**src/rtl/in_port_buffer.sv**
```systemverilog
// Receive-side byte buffer for the core's input port: a small first-word-fall-through FIFO
// with a valid/ready producer side, a read-strobe consumer side and sticky error flags.
module in_port_buffer #(
  parameter int DATA_W = 8,
  parameter int DEPTH  = 4,
  parameter int CNT_W  = $clog2(DEPTH) + 1
) (
  input  logic              i_clk,
  input  logic              i_rst,
  input  logic              i_wr_valid,
  input  logic [DATA_W-1:0] i_wr_data,
  output logic              o_wr_ready,
  input  logic              i_rd_en,
  output logic [DATA_W-1:0] o_rd_data,
  output logic              o_empty,
  output logic              o_full,
  output logic [CNT_W-1:0]  o_count,
  output logic              o_overflow,
  output logic              o_underflow,
  input  logic              i_clr_err
);

  localparam int PTR_W = $clog2(DEPTH);

  logic [DATA_W-1:0] mem_q [DEPTH];
  logic [PTR_W-1:0]  wr_ptr_q, wr_ptr_d;
  logic [PTR_W-1:0]  rd_ptr_q, rd_ptr_d;
  logic [CNT_W-1:0]  count_q, count_d;
  logic              ovf_q, ovf_d;
  logic              unf_q, unf_d;
  logic              full, empty;
  logic              wr_acc, rd_acc;

  // Flags come only from the registered count: no path from valid/rd_en to ready.
  assign full   = (count_q == CNT_W'(DEPTH));
  assign empty  = (count_q == '0);
  assign wr_acc = i_wr_valid && !full;
  assign rd_acc = i_rd_en && !empty;

  always_comb begin
    wr_ptr_d = wr_ptr_q;
    rd_ptr_d = rd_ptr_q;
    count_d  = count_q;
    if (wr_acc) wr_ptr_d = wr_ptr_q + PTR_W'(1);
    if (rd_acc) rd_ptr_d = rd_ptr_q + PTR_W'(1);
    case ({wr_acc, rd_acc})
      2'b10:   count_d = count_q + CNT_W'(1);
      2'b01:   count_d = count_q - CNT_W'(1);
      default: count_d = count_q;
    endcase
    // A new offending attempt wins over a coincident clear.
    ovf_d = (i_wr_valid && full) || (ovf_q && !i_clr_err);
    unf_d = (i_rd_en && empty) || (unf_q && !i_clr_err);
  end

  always_ff @(posedge i_clk or posedge i_rst) begin
    if (i_rst) begin
      wr_ptr_q <= '0;
      rd_ptr_q <= '0;
      count_q  <= '0;
      ovf_q    <= 1'b0;
      unf_q    <= 1'b0;
    end else begin
      wr_ptr_q <= wr_ptr_d;
      rd_ptr_q <= rd_ptr_d;
      count_q  <= count_d;
      ovf_q    <= ovf_d;
      unf_q    <= unf_d;
    end
  end

  always_ff @(posedge i_clk) begin
    if (wr_acc) mem_q[wr_ptr_q] <= i_wr_data;
  end

  assign o_rd_data   = empty ? '0 : mem_q[rd_ptr_q];
  assign o_empty     = empty;
  assign o_full      = full;
  assign o_wr_ready  = !full;
  assign o_count     = count_q;
  assign o_overflow  = ovf_q;
  assign o_underflow = unf_q;

endmodule

```
**config.mk**
```make
export PLATFORM = sky130hd
export DESIGN_NAME = in_port_buffer
export DESIGN_NICKNAME = d
export VERILOG_FILES = /design/src/rtl/in_port_buffer.sv
export SDC_FILE = /design/constraint.sdc
export NUM_CORES = 1
export LEC_CHECK = 0
export CELL_PAD_IN_SITES_DETAIL_PLACEMENT = 0
export CELL_PAD_IN_SITES_GLOBAL_PLACEMENT = 1
export CORE_UTILIZATION = 30
export DETAILED_ROUTE_END_ITERATION = 6
export HOLD_SLACK_MARGIN = 0.08
export PLACE_DENSITY = 0.55
export SYNTH_ARGS = -nofsm -noshare
export SYNTH_HDL_FRONTEND = slang
export SYNTH_SLANG_ARGS = --single-unit
```
**constraint.sdc**
```tcl
create_clock -name i_clk -period 2.13 [get_ports i_clk]
set_clock_uncertainty 0.05 [all_clocks]
set_input_delay 0.5325 -clock i_clk [delete_from_list [all_inputs] [get_ports i_clk]]
set_output_delay 0.5325 -clock i_clk [all_outputs]
set_load 0.1 [all_outputs]
```
After elaboration in Yosys (flattened, before gate mapping)
Memories as Yosys holds them, arrays and structs flattened.
Cells that the tools add are included.
{"block": "totals", "reg_bits": 9, "latch_bits": 0, "ramBits": 32, "mem_bits_ro": 0, "input_bits": 13, "out_inout_bits": 16, "word_cells": 30, "mem_count": 1}
{"memory": "mem_q", "depth": 4, "width": 8, "read_ports": 1, "rd_ports_with_merged_regs": 0, "write_ports": 1, "line_no": "25", "text": "logic [DATA_W-1:0] mem_q [DEPTH];"}
{"block": "op_classes", "addsub": 4, "n_mul": 0, "n_div": 0, "magnitude_cmp": 0, "eq_ne": 3, "n_shift": 0, "muxes": 4, "bitwise": 0, "reduce_logical": 13}
{"operator": "$mux W8", "count": 1}
{"operator": "$logic_and A1 B1 Y1", "count": 6}
{"operator": "$pmux W3 S2", "count": 1}
{"operator": "$add A2 B1 Y2 const B", "count": 2}
{"operator": "$add A3 B1 Y3 const B", "count": 1}
{"operator": "$eq A3 B3 Y1 const B", "count": 1}
{"operator": "$logic_not A1 Y1", "count": 3}
{"operator": "$logic_not A3 Y1", "count": 1}
{"operator": "$sub A3 B1 Y3 const B", "count": 1}
{"operator": "$eq A2 B1 Y1 const B", "count": 1}
{"operator": "$eq A2 B2 Y1 const B", "count": 1}
{"operator": "$logic_or A1 B1 Y1", "count": 2}
{"operator": "$mux W1", "count": 2}
{"operator": "$reduce_bool A2 Y1", "count": 1}

Longest topological paths before layout
{"block": "logic_depth", "word_depth": 5, "mapped_depth": 11, "ltp_nobuf": 11}

Worst setup path before layout
No wires, ideal clock.
{"block": "synth_path", "path_type": "register -> register", "from": "reg count_q[2], in the netlist o_count[2]", "to": "reg count_q[2], in the netlist o_count[2]", "setup_ps": 164, "arrival_ps": 3351, "t_required_ps": 1916, "setup_slack_ps": -1435, "path_stages_with_launch": 11, "n_path_buf": 0, "period_less_slack_ps": 3565, "path_cell_list": "dfrtp_1 nand3_2 inv_2 nor2b_4 inv_2 ha_1 inv_1 fa_1 xor2_1 nor2_1 xor2_1"}
{"block": "synth_between", "elab_chain_len": 5, "elab_cells_between_ends": 12, "classes_between": "add/sub (2); eq/ne (3); mux (1); reduce/logical (6)"}
{"item": "from (decl)", "line_no": "28", "text": "logic [CNT_W-1:0] count_q, count_d;"}
{"item": "from (signal assigned)", "line_no": "66", "text": "count_q <= count_d;"}
{"item": "$eq A3 B3 Y1 (*)", "line_no": "35", "text": "assign full = (count_q == CNT_W'(DEPTH));"}
{"item": "$logic_not A1 Y1 (*)"}
{"item": "named net o_wr_ready", "line_no": "12", "text": "output logic o_wr_ready,"}
{"item": "$logic_and A1 B1 Y1 (*)", "line_no": "37", "text": "assign wr_acc = i_wr_valid && !full;"}
{"item": "$eq A2 B1 Y1 or $eq A2 B2 Y1 (tied branches)", "line_no": "46", "text": "case ({wr_acc, rd_acc})"}
{"item": "$pmux W3 S2 or $reduce_bool A2 Y1 (tied branches)"}
The timed path passes the listed nets; every way through them passes the cells marked *.
A chain may end at the register's enable or synchronous reset.

Worst setup path after layout
{"block": "layout_path", "from": "reg rd_ptr_q[0]", "to": "out o_rd_data[3]"}
{"block": "layout_between", "elab_chain_len": 2}
{"item": "from (decl)", "line_no": "27", "text": "logic [PTR_W-1:0] rd_ptr_q, rd_ptr_d;"}
{"item": "from (signal assigned)", "line_no": "65", "text": "rd_ptr_q <= rd_ptr_d;"}
{"item": "$mem_v2 Z4 W8"}
{"item": "$mux W8", "line_no": "76", "text": "assign o_rd_data = empty ? '0 : mem_q[rd_ptr_q];"}
{"item": "to (decl)", "line_no": "14", "text": "output logic [DATA_W-1:0] o_rd_data,"}
No other way between the ends.

==> flow_summary.json <==
{
  "first_global_vias": 1021,
  "synth_xor_area_frac": 0.0294,
  "end_kind": "output pin",
  "ys.flop_type": "edfxtp_1",
  "r2r_slack_ps": 140,
  "syn_nets": 118,
  "wl_met3_um": 131,
  "cts_inserted_buffers": 5,
  "utilization": 0.454,
  "dr_wl_met2_um": 1590,
  "worst_slew_pin_slew_ps": 394,
  "async_flop_share": 0.220,
  "grt_max_degree": 14,
  "synth_fa_ha_area_frac": 0.0462,
  "yosysMostFrequentCell": "edfxtp_1",
  "ff2ff_path_depth": 11,
  "post_cts.repair.setup_buffers": 0,
  "grt_usage": 0.117,
  "die_x_um": 79.2,
  "core_sq_mm": 0.00564,
  "arrival_ps": 1650,
  "max_freq_ghz": 0.447,
  "cts_root_buf": "clkbuf_8",
  "synth.area.mux_share": 0.113,
  "cts_hold_buf": 0,
  "dp.cells": 208,
  "r2r-start": "o_count[1]",
  "drt_iter0_drc": 20,
  "finalSetupViolCount": 8,
  "synth_area_per_cell_sq_um": 18.1,
  "clkSlewWorstSetupHoldPaths_ps": 80,
  "grt_pass1_wl_um": 5160,
  "min_path_type": "in2async",
  "ys_top_cells_by_count": "edfxtp_1 (32), dfrtp_1 (9), nor2b_4 (9), mux4_2 (8), inv_1 (6)",
  "finalWirelength_um": 3100,
  "dieArea_sq_mm": 0.00627,
  "place_hpwl_um": 2260,
  "synth_compound_area_frac": 0.00560,
  "synth_largest_area_cell": "edfxtp_1",
  "drt-wirelength-per-cell_um": 14.4,
  "crit_chain": "buf_4 > mux4_2 > nor2b_4 > buf_12",
  "startpoint_type": "flip-flop",
  "io_buffers": 28,
  "synthTopCellsByArea": "edfxtp_1 (54%), dfrtp_1 (13%), mux4_2 (10%)",
  "synth_seq_area_share": 0.663,
  "status": "finished with violations",
  "finalHoldViolations": 0,
  "drcViolationCount": 0,
  "cts_htree_levels": 2,
  "area.growth.synth_to_final_pct": 43.1,
  "die_h_um": 79.2,
  "final_layout_size_suffix_gt1_frac": 0.458,
  "critical-path-top-delay-family": "multiplexers",
  "place_congestion": 0.644,
  "yosys_register_bits": 41,
  "post-route-cell-area_sq_mm": 0.00256,
  "worstReg2RegEnd": "o_count[2]",
  "place_area_sq_mm": 0.00247,
  "start_util": 0.317,
  "instances_no_fill": 216,
  "slowest_delay_ps": 500,
  "synth_top_family_by_area": "multiplexers",
  "io_pins": 29,
  "rsz0062_at_grt": "true",
  "crit_fanout": 5,
  "tns_ps": -695,
  "highest_layer": "met4",
  "yosysWarningCount": 0,
  "nNetsFinal": 162,
  "synth_cells": 99,
  "grt_overflow": 0,
  "violations": "negative setup slack",
  "cap_violations": 0,
  "crit_slowest_cell": "mux4_2",
  "slew-limit-headroom": 0.737,
  "period_needed_ps": 2240,
  "clkSinkCount": 41,
  "synthDistinctLibCells": 22,
  "viasPerCell": 4.24,
  "cts_buffer_depth": 2,
  "worst-setup-path-type": "reg2out",
  "synth_area_sq_mm": 0.00179,
  "diodes": 0,
  "antenna_found_initial": 0,
  "yosysTopAreaCellShare": 0.537,
  "wl_met1_um": 1350,
  "cts_tree": "yes",
  "required_ps": 1550,
  "core.rowCount": 27,
  "synthSimpleGateAreaFrac": 0.108,
  "slew_violations": 0,
  "vias": 915,
  "layout_worst_path_cycle_share": 1.05,
  "drtAntennaViolNets": 0,
  "detail_route.first_pass.iterations": 4,
  "synth_edf_count": 32,
  "clock_latency_ps": 300,
  "crit_buf_inv": 2,
  "layout_setup_ws_ps": -106
}
==> registers in the layout, summed over array words and instances, names as in the netlist <==
signal / cells
wr_ptr_q: 2
o_underflow: 1
o_overflow: 1
o_count: 3
mem_q: 32
rd_ptr_q: 2
==> cell type report <==
type	instances	area, sq um
fillers	492	3080
inverters	10	55.1
well taps	72	90.1
clock buffers	5	68.8
clock inverters	3	17.5
multi-input cells	45	569
flip-flops and latches	41	1200
repair buffers	40	559
==> metrics by stage <==
stage	setup slack (ps)	hold WS, ps
floorplan	-372	310
global placement	-181	456
detailed placement	-260	459
CTS	-121	454
global route	-170	479
finish	-106	456
==> worst reg2reg max path, stage by stage, from the launching register on <==
cell     delay [ps]
dfrtp_4         530
inv_4            90
nand3_4         130
inv_12           90
nor2b_4          40
inv_2            60
ha_4            130
inv_2            30
fa_2            320
xor2_1          140
nor2_1          130
xor2_1          160
==> cells by family after synthesis <==
kind of cell	count (synthesis)
AO/OA/AOI/OAI	2
adder cells (fa/ha/maj)	6
multiplexers	10
XOR/XNOR	6
buffers and inverters	13
flip-flops	41
AND/OR/NAND/NOR	21
==> cell usage in the layout (no fill, tap or decap) <==
master,instances
and2_1,4
buf_12,18
buf_4,9
buf_6,1
clkbuf_8,5
clkdlybuf4s50_1,12
clkinv_2,2
clkinvlp_4,1
dfrtp_1,5
dfrtp_2,1
dfrtp_4,3
edfxtp_1,32
fa_2,1
ha_1,4
ha_4,1
inv_1,5
inv_12,1
inv_2,2
inv_4,2
mux2_1,1
mux2i_1,1
mux4_2,8
nand2_1,3
nand3_4,1
nor2_1,2
nor2b_1,1
nor2b_4,9
nor3_4,1
o21ai_1,2
xnor2_1,2
xor2_1,4
==> how the worst max path moves through the flow <==
stage | from | endpoint | slack, ps | depth (start not counted)
floorplan | o_count[1] | o_count[2] | -370 | 11
global placement | i_rd_en | o_count[2] | -180 | 8
detailed placement | i_rd_en | o_count[2] | -260 | 8
CTS | rd_ptr_q[0] | o_rd_data[3] | -120 | 4
global route | rd_ptr_q[0] | o_rd_data[1] | -170 | 4
finish | rd_ptr_q[0] | o_rd_data[3] | -110 | 4
==> timing repair <==
action,CTS,global route
hold endpoints to repair,0,0
endpoints found under the setup margin,9,9
resized for setup,1,1
==> per-layer routing <==
layer  GRT usage  vias up
met5           0        -
met4      0.0436        0
met3      0.0379        5
met2       0.195       23
met1       0.140      450
li1            -      437
Power is not shown: default switching activity piles up to over one toggle a cycle in this logic, so the estimate is an artifact.
